$ cat config.mk
export PLATFORM = sky130hd
export DESIGN_NAME = systolic_feed_sequencer_flat
export DESIGN_NICKNAME = d
export VERILOG_FILES = /design/src/rtl/systolic_pkg.sv /design/src/rtl/systolic_feed_sequencer_if.sv /design/src/rtl/systolic_feed_sequencer.sv /design/src/flat_wrapper.sv
export SDC_FILE = /design/constraint.sdc
export NUM_CORES = 1
export LEC_CHECK = 0
export CAP_MARGIN = 5
export CELL_PAD_IN_SITES_DETAIL_PLACEMENT = 1
export CELL_PAD_IN_SITES_GLOBAL_PLACEMENT = 1
export CORE_ASPECT_RATIO = 1.25
export CORE_UTILIZATION = 37
export DETAILED_ROUTE_END_ITERATION = 10
export MAX_ROUTING_LAYER = met4
export PLACE_DENSITY = 0.95
export SYNTH_ARGS = -nofsm -noshare
export SYNTH_HDL_FRONTEND = slang
export SYNTH_SLANG_ARGS = --single-unit
$ cat constraint.sdc
create_clock -name clk -period 4.8 [get_ports clk]
set_input_delay 1.44 -clock clk [delete_from_list [all_inputs] [get_ports clk]]
set_output_delay 1.44 -clock clk [all_outputs]
set_load 0.01 [all_outputs]
$ cat src/rtl/systolic_pkg.sv
// rtl/systolic_pkg.sv - shared constants and state type for the systolic feed sequencer
package systolic_pkg;

  localparam int N      = 4;
  localparam int DW     = 8;
  localparam int STEP_W = 4;

  // Number of FEED cycles needed to push every skewed operand through an n x n array
  function automatic int feed_len(input int n);
    return 3 * n - 2;
  endfunction

  localparam int FEED_LEN = feed_len(N);

  typedef enum logic [2:0] {
    ST_IDLE  = 3'd0,
    ST_CLEAR = 3'd1,
    ST_FEED  = 3'd2,
    ST_FLUSH = 3'd3,
    ST_DONE  = 3'd4
  } state_t;

endpackage

$ cat src/rtl/systolic_feed_sequencer_if.sv
// rtl/systolic_feed_sequencer_if.sv - job control, operand memory and PE array feed bundle
interface systolic_feed_sequencer_if #(
  parameter int N  = systolic_pkg::N,
  parameter int DW = systolic_pkg::DW
);

  logic                         start;
  logic                         abort;
  logic [N-1:0][N*DW-1:0]       mem_a;
  logic [N-1:0][N*DW-1:0]       mem_b;
  logic                         pe_clr;
  logic                         pe_en;
  logic [N-1:0][DW-1:0]         a_west;
  logic [N-1:0][DW-1:0]         b_north;
  logic [systolic_pkg::STEP_W-1:0] step;
  logic                         busy;
  logic                         done;

  // Job requester / observer side
  modport master (
    output start, abort, mem_a, mem_b,
    input  pe_clr, pe_en, a_west, b_north, step, busy, done
  );

  // Sequencer side
  modport slave (
    input  start, abort, mem_a, mem_b,
    output pe_clr, pe_en, a_west, b_north, step, busy, done
  );

endinterface

$ cat src/rtl/systolic_feed_sequencer.sv
// rtl/systolic_feed_sequencer.sv - snapshots A/B and feeds them skewed into an N x N systolic array
module systolic_feed_sequencer #(
  parameter int N  = systolic_pkg::N,
  parameter int DW = systolic_pkg::DW
) (
  input  logic                       clk,
  input  logic                       rst,
  systolic_feed_sequencer_if.slave   bus
);

  import systolic_pkg::*;

  // Last feed index: t runs 0 .. feed_len(N)-1
  localparam int LAST_T = feed_len(N) - 1;

  state_t                   state_q, state_d;
  logic [STEP_W-1:0]        t_q, t_d;
  logic [N-1:0][N*DW-1:0]   a_snap_q, a_snap_d;
  logic [N-1:0][N*DW-1:0]   b_snap_q, b_snap_d;
  logic                     pe_clr_q, pe_clr_d;
  logic                     pe_en_q, pe_en_d;
  logic                     busy_q, busy_d;
  logic                     done_q, done_d;
  logic [N-1:0][DW-1:0]     a_west_c;
  logic [N-1:0][DW-1:0]     b_north_c;

  // Next-state, feed index and snapshot capture; abort overrides every transition
  always_comb begin
    state_d  = state_q;
    t_d      = t_q;
    a_snap_d = a_snap_q;
    b_snap_d = b_snap_q;
    case (state_q)
      ST_IDLE: begin
        if (bus.start) begin
          a_snap_d = bus.mem_a;
          b_snap_d = bus.mem_b;
          state_d  = ST_CLEAR;
        end
        t_d = '0;
      end
      ST_CLEAR: begin
        state_d = ST_FEED;
        t_d     = '0;
      end
      ST_FEED: begin
        if (t_q == STEP_W'(LAST_T)) begin
          state_d = ST_FLUSH;
          t_d     = '0;
        end else begin
          t_d = t_q + 1'b1;
        end
      end
      ST_FLUSH: state_d = ST_DONE;
      ST_DONE:  state_d = ST_IDLE;
      default:  state_d = ST_IDLE;
    endcase
    if (bus.abort && (state_q != ST_IDLE)) begin
      state_d = ST_IDLE;
      t_d     = '0;
    end
  end

  // Output flags are decoded from the next state so they line up with the state register
  always_comb begin
    pe_clr_d = (state_d == ST_CLEAR);
    pe_en_d  = (state_d == ST_FEED) || (state_d == ST_FLUSH);
    busy_d   = (state_d != ST_IDLE);
    done_d   = (state_d == ST_DONE);
  end

  // Single state register for the FSM, feed index, snapshots and registered outputs
  always_ff @(posedge clk) begin
    if (rst) begin
      state_q  <= ST_IDLE;
      t_q      <= '0;
      a_snap_q <= '0;
      b_snap_q <= '0;
      pe_clr_q <= 1'b0;
      pe_en_q  <= 1'b0;
      busy_q   <= 1'b0;
      done_q   <= 1'b0;
    end else begin
      state_q  <= state_d;
      t_q      <= t_d;
      a_snap_q <= a_snap_d;
      b_snap_q <= b_snap_d;
      pe_clr_q <= pe_clr_d;
      pe_en_q  <= pe_en_d;
      busy_q   <= busy_d;
      done_q   <= done_d;
    end
  end

  // Diagonal skew: row i sees A[i][j] and column j sees B[k][j] on the step where the index sum equals t
  always_comb begin
    a_west_c  = '0;
    b_north_c = '0;
    if (state_q == ST_FEED) begin
      for (int i = 0; i < N; i++) begin
        for (int j = 0; j < N; j++) begin
          if (int'(t_q) == i + j) begin
            a_west_c[i]  = a_snap_q[i][j*DW +: DW];
            b_north_c[j] = b_snap_q[i][j*DW +: DW];
          end
        end
      end
    end
  end

  assign bus.pe_clr  = pe_clr_q;
  assign bus.pe_en   = pe_en_q;
  assign bus.busy    = busy_q;
  assign bus.done    = done_q;
  assign bus.a_west  = a_west_c;
  assign bus.b_north = b_north_c;
  assign bus.step    = (state_q == ST_FEED) ? t_q : '0;

endmodule

$ cat src/flat_wrapper.sv
// flat-port wrapper written by rule: the top's interface ports become plain ports
module systolic_feed_sequencer_flat import systolic_pkg::*;
#(
  parameter int N  = systolic_pkg::N,
  parameter int DW = systolic_pkg::DW
)
  (clk, rst, bus_start, bus_abort, bus_mem_a, bus_mem_b, bus_pe_clr, bus_pe_en, bus_a_west, bus_b_north, bus_step, bus_busy, bus_done);
  systolic_feed_sequencer_if #(.N(N), .DW(DW)) bus_i ();
  input  logic clk;
  input  logic rst;
  input wire logic [$bits(bus_i.start)-1:0] bus_start;
  input wire logic [$bits(bus_i.abort)-1:0] bus_abort;
  input wire logic [$bits(bus_i.mem_a)-1:0] bus_mem_a;
  input wire logic [$bits(bus_i.mem_b)-1:0] bus_mem_b;
  output wire logic [$bits(bus_i.pe_clr)-1:0] bus_pe_clr;
  output wire logic [$bits(bus_i.pe_en)-1:0] bus_pe_en;
  output wire logic [$bits(bus_i.a_west)-1:0] bus_a_west;
  output wire logic [$bits(bus_i.b_north)-1:0] bus_b_north;
  output wire logic [$bits(bus_i.step)-1:0] bus_step;
  output wire logic [$bits(bus_i.busy)-1:0] bus_busy;
  output wire logic [$bits(bus_i.done)-1:0] bus_done;
  assign bus_i.start = bus_start;
  assign bus_i.abort = bus_abort;
  assign bus_i.mem_a = bus_mem_a;
  assign bus_i.mem_b = bus_mem_b;
  assign bus_pe_clr = bus_i.pe_clr;
  assign bus_pe_en = bus_i.pe_en;
  assign bus_a_west = bus_i.a_west;
  assign bus_b_north = bus_i.b_north;
  assign bus_step = bus_i.step;
  assign bus_busy = bus_i.busy;
  assign bus_done = bus_i.done;
  systolic_feed_sequencer #(.N(N), .DW(DW)) u_core (.clk(clk), .rst(rst), .bus(bus_i));
endmodule
Word level (Yosys, flattened, before mapping):

Index checks and enable logic that the tools add are counted.

* $add $sub $neg: 1
* multipliers: 0
* div/mod/pow operators: 0
* order comparisons: 0
* equality and inequality tests: 14
* shift-type cells: 0
* muxes and demuxes: 41
* bitwise operators: 0
* reductions and logical operators: 10

Operators with widths (count)
* 8-bit 2-to-1 mux: 32
* 32-bit 2-to-1 mux: 2
* 4-bit == test (second input constant): 4
* 3-bit by 2-bit == test with 1-bit output (second input constant): 4
* 3-bit one-hot mux with 4 select lines: 1
* 3-bit 2-to-1 mux: 3
* 4-bit by 3-bit == test with 1-bit output (second input constant): 2
* 4-bit 2-to-1 mux: 2
* 4-bit one-hot mux with 2 select lines: 1
* 3-bit by 1-bit == test with 1-bit output (second input constant): 2
* 3-bit nonzero test: 2
* 4-bit by 1-bit adder with 4-bit output (second input constant): 1
* 4-bit by 2-bit == test with 1-bit output (second input constant): 1
* 4-bit logical NOT: 1
* 2-bit OR reduction: 2
* 3-bit == test (second input constant): 1
* 3-bit logical NOT: 1
* 2-bit AND reduction: 1
* 2-bit nonzero test: 1
* 1-bit logical AND: 1
* 1-bit logical OR: 1

* register bits after elaboration: 267
* bits in latches: 0
* bits in writable memories: 0
* bits in read-only memories: 0
* input port bits: 260
* word-level logic and storage cells: 80
* memories kept: 0

Logic depth before layout (Yosys ltp):

* depth in word-level cells: 6
* mapped depth: 8

Least setup slack after synthesis:

No wires, ideal clock.

* path type: register to output
* start: register u_core.t_q[0]
* end: output bus_a_west[6]
* data arrival time: 1428 ps
* required time: 3360 ps
* path slack: 1932 ps
* cell stages (with the launch flop): 8
* buffers on the path: 3
* cell sequence: dfxtp_1 -> buf_4 -> or2_1 -> buf_6 -> nor2_4 -> buf_6 -> a22oi_1 -> a21oi_1

* word-level cells in the longest chain between the ends: 6
* elaborated cells between the ends (all ways): 9
* those cells by class: 3 x eq/ne; 5 x mux; 1 x reduce/logical

Ends and longest elaborated chain
* start, declared: RTL line systolic_feed_sequencer.sv:17 `logic [STEP_W-1:0] t_q, t_d;`
* start signal, assigned: RTL line systolic_feed_sequencer.sv:85 `t_q <= t_d;`
* 4-bit logical NOT: RTL line systolic_feed_sequencer.sv:102 `if (int'(t_q) == i + j) begin`
* 8-bit 2-to-1 mux (3 in a row): RTL line systolic_feed_sequencer.sv:102
* 8-bit 2-to-1 mux *: RTL line systolic_feed_sequencer.sv:102
* 32-bit 2-to-1 mux *: RTL line systolic_feed_sequencer.sv:99 `if (state_q == ST_FEED) begin`
* end, declared: RTL line flat_wrapper.sv:17 `output wire logic [$bits(bus_i.a_west)-1:0] bus_a_west;`

Every way passes the cells marked *; elsewhere a longest branch is shown, timed or not.

Worst setup path in the final report:

* start: register u_core.t_q[1]
* end: output bus_b_north[19]

* word-level cells in the longest chain between the ends: 6
* elaborated cells between the ends (all ways): 9
* those cells by class: 4 x eq/ne; 5 x mux

Ends and longest elaborated chain
* 4-bit by 3-bit == test with 1-bit output: RTL line systolic_feed_sequencer.sv:102
* 8-bit 2-to-1 mux (3 in a row): RTL line systolic_feed_sequencer.sv:102
* 8-bit 2-to-1 mux *: RTL line systolic_feed_sequencer.sv:102
* 32-bit 2-to-1 mux *: RTL line systolic_feed_sequencer.sv:99
* end, declared: RTL line flat_wrapper.sv:18 `output wire logic [$bits(bus_i.b_north)-1:0] bus_b_north;`

Marked as above.

==> results <==
[power by group through the flow]
stage	Clock [W]	Combinational [W]	Sequential, W
after CTS	0.00222	0.000674	0.00244
after floorplan	0	0.000357	0.00246
after global routing	0.00230	0.000734	0.00246
final	0.00218	0.000672	0.00245
after detailed placement	0	0.000665	0.00249
after global placement	0	0.000638	0.00248
[area by class of cell]
class | count | area [um^2]
well taps | 401 | 501.7
repair buffers | 351 | 3542
diodes | 8 | 20.02
clock buffers | 42 | 854.6
flip-flops and latches | 267 | 5346
fillers | 3636 | 14420
multi-input cells | 1078 | 5451
inverters | 2 | 7.507
clock inverters | 7 | 63.81
[kinds of logic after synthesis]
logic type | after synthesis | synth area share [%]
xor+xnor | 1 | 0.07669
mux | 32 | 3.155
compound gates | 435 | 22.44
buf+inv | 129 | 5.696
simple gates | 610 | 21.83
flops | 267 | 46.80
[synth_stat cells, types with 2 or more instances]
master	n	area share, %
buf_4	19	1.2
a22oi_1	55	3.6
a22o_1	7	0.54
nor3_2	2	0.18
buf_6	6	0.59
mux2_2	32	3.2
nand2_1	549	18
and4_1	2	0.15
dfxtp_1	267	47
clkbuf_1	55	1.8
nor2_8	2	0.35
nor3_4	2	0.28
nand2b_1	6	0.33
o2bb2ai_1	6	0.46
o21ai_0	14	0.61
nor2b_1	2	0.11
nor2_1	12	0.39
or2_1	2	0.11
buf_1	7	0.23
o2bb2ai_2	10	1.3
a2bb2oi_1	16	1.2
and3_1	12	0.66
buf_2	39	1.7
o21ai_1	3	0.13
or3_1	2	0.11
nor2_2	2	0.11
nor3b_1	8	0.53
inv_1	2	0.066
a211oi_1	9	0.59
a21oi_1	309	14
[routing by layer]
metal / GRT usage (%) / up-vias / part of all wire, %
met1: 28.89 / 5641 / 38
met3: 4.566 / 139 / 5.1
met5: - / - / 0
li1: - / 5475 / -
met2: 48.90 / 411 / 52
met4: 14.64 / 0 / 5.0
[registers in the layout (all words and copies together), names as in the netlist]
signal	flops
u_core.t_q	4
u_core.a_snap_q	128
u_core.b_snap_q	128
u_core.state_q	3
u_core.bus.pe_en	1
u_core.bus.busy	1
u_core.bus.pe_clr	1
u_core.bus.done	1
[repair_timing]
item | 4_1_cts | 5_1_grt
setup endpoints to repair | 0 | 26
buffers inserted | 0 | 0
resized for setup | 0 | 2
[through the flow]
step / power (W) / instances
2_1_floorplan: 0.002816 / 1474
3_3_place_gp: 0.003117 / 2099
4_1_cts: 0.005335 / 2148
5_1_grt: 0.005496 / 2155
3_5_place_dp: 0.003156 / 2099
6_report: 0.005296 / 2156
[worst reg2reg max path: cells and delay by family, from the launching register on]
kind / cells / cell delay (ns)
simple gates: 3 / 0.89
flops: 1 / 0.66
buf+inv: 1 / 0.44
compound gates: 1 / 0.22
[final timing paths]
check / to / depth (start not counted) / slack, ns / startpoint
setup reg to reg: u_core.a_snap_q[42] / 5 / 2.48 / u_core.state_q[0]
setup / recovery: bus_b_north[19] / 6 / 0.28 / u_core.t_q[1]
hold / removal: u_core.a_snap_q[9] / 2 / 0.45 / u_core.a_snap_q[9]
hold reg to reg: u_core.a_snap_q[9] / 2 / 0.45 / u_core.a_snap_q[9]
==> parameters.txt <==
Parameter                              Value

Routing
  Number of vias after detailed routing    11,670
  DRC violations left    0
  Final Routed Wirelength    43.61 mm
  Drt initial violations    739
  Via density per instance    5.411
  Average wire per cell in the routed design    20.23 um
  Iteration count of the initial detailed-routing pass    5
  Routed Antenna Nets    0

Yosys
  Synthesized area    11,420 um^2
  Fraction of registers with async set or reset after synthesis    0%
  Net count after synthesis    1,734
  Gate count after technology mapping    1,474
  Synth warn    0
  Library cells used by synthesis    45
  Count of flip-flops with a built-in enable after synthesis    0
  Most common flop cell mapped by yosys    dfxtp_1
  Register area share after synthesis    46.80%
  Flip-flop and latch count after synthesis    267
  Avg Cell Area, Syn    7.749 um^2

Power
  Worst supply voltage drop on vdd    0.2003 mV
  Part of the total power dissipated in sequential elements    46.2%
  PwrDens    335.4 nW/um^2
  Internal power contribution    0.003961 W
  Power spent charging and discharging nets    0.001335 W
  Share of power burned in the clock network    41.1%
  Share of power burned in combinational logic    12.7%
  Leak Pwr    5.652 nW
  Switching power as a share of total power    25.21%

Placement
  Buffers added on ports    331
  Worst slack after detailed placement    0.5702 ns
  Gpl congestion    0.8479
  Half-perimeter wire length of the detailed placement result    29.64 mm
  Cell area after placement    14,850 um^2

Critical path
  Delay contributed by the slowest stage of the critical path    0.60 ns
  WP data required    3.36 ns
  Sort of element at the start of the critical path    flop
  Worst path top cell family by delay    buffers and inverters
  Max Fanout on Critical Path    18
  Cell chain of the critical path    nor2b_2 > buf_4 > a22oi_1 > a2bb2oi_1 > a21oi_1 > clkdlybuf4s50_1
  Library cell contributing the largest single delay on the critical path    dfxtp_1
  Critical Path Sink Type    output pin
  Critical Path AT    3.08 ns
  Crit path kind    reg2out
  Worst Path Buf+Inv    2

STA
  Setup repair after global routing missed its margin    no
  Slew Limit Fails    0
  Final-report setup violation count    0
  Minimum clock period after layout    4.522 ns
  Minimum setup slack in the final design    0.2776 ns
  Total negative slack for setup checks    0 ns
  Worst clock skew    0.03266 ns
  Worst Tran Pin Value    0.8713 ns
  Slew HR    41.91%
  Peak Freq    0.2211 GHz
  Final clock period utilization by the worst path    94.22%
  Worst hold margin    0.4541 ns
  Count of endpoints failing hold in the final timing report    0

Floorplan
  Die span in x    159.2 um
  Starting density of the core    37.82%
  Full die area    31,580 um^2
  I/O pin count    332
  Height of the die    198.4 um
  Std-Cell Core Area    30,200 um^2
  Number of core rows    71

Clock tree
  Clock-pin slew on the worst setup and hold paths    0.06 ns
  Root buffer cell    clkbuf_16
  Number of CTS-inserted buffers    28
  Clock tree from TritonCTS    built
  CTS H-tree lvls    1
  Hold bufs inserted after CTS    0
  Longest Clk Path Bufs    3
  Sinks on the clock net    267
  Latest clock arrival within the worst-skew pair    0.55 ns

Global route
  Vias in the first global route    12,540
  GRT overflow    0
  Antenna violations before repair    7
  Overall fraction of global-route tracks in use    27.32%
  First-pass GRT wire length    66.52 mm
  Largest net degree at the start of global routing    108

Final layout
  Area overhead of the layout relative to synthesis    38.22%
  Cell area after layout    15,790 um^2
  Most common cell after layout, fill and taps aside    nand2_1
  Final net count    1,988
  Most frequent cells in the layout    548 x nand2_1, 330 x clkdlybuf4s50_1, 309 x a21oi_1
  Share of post-route cells with drive strength above 1    7.212%
  Utilization after layout    52.27%

Run status
  Result of the run    complete, no violations

Run
  Total of max-cap violations    0

Hold path
  Worst Hold Class    reg2reg
Note: power is estimated with default switching activity, not from simulation.
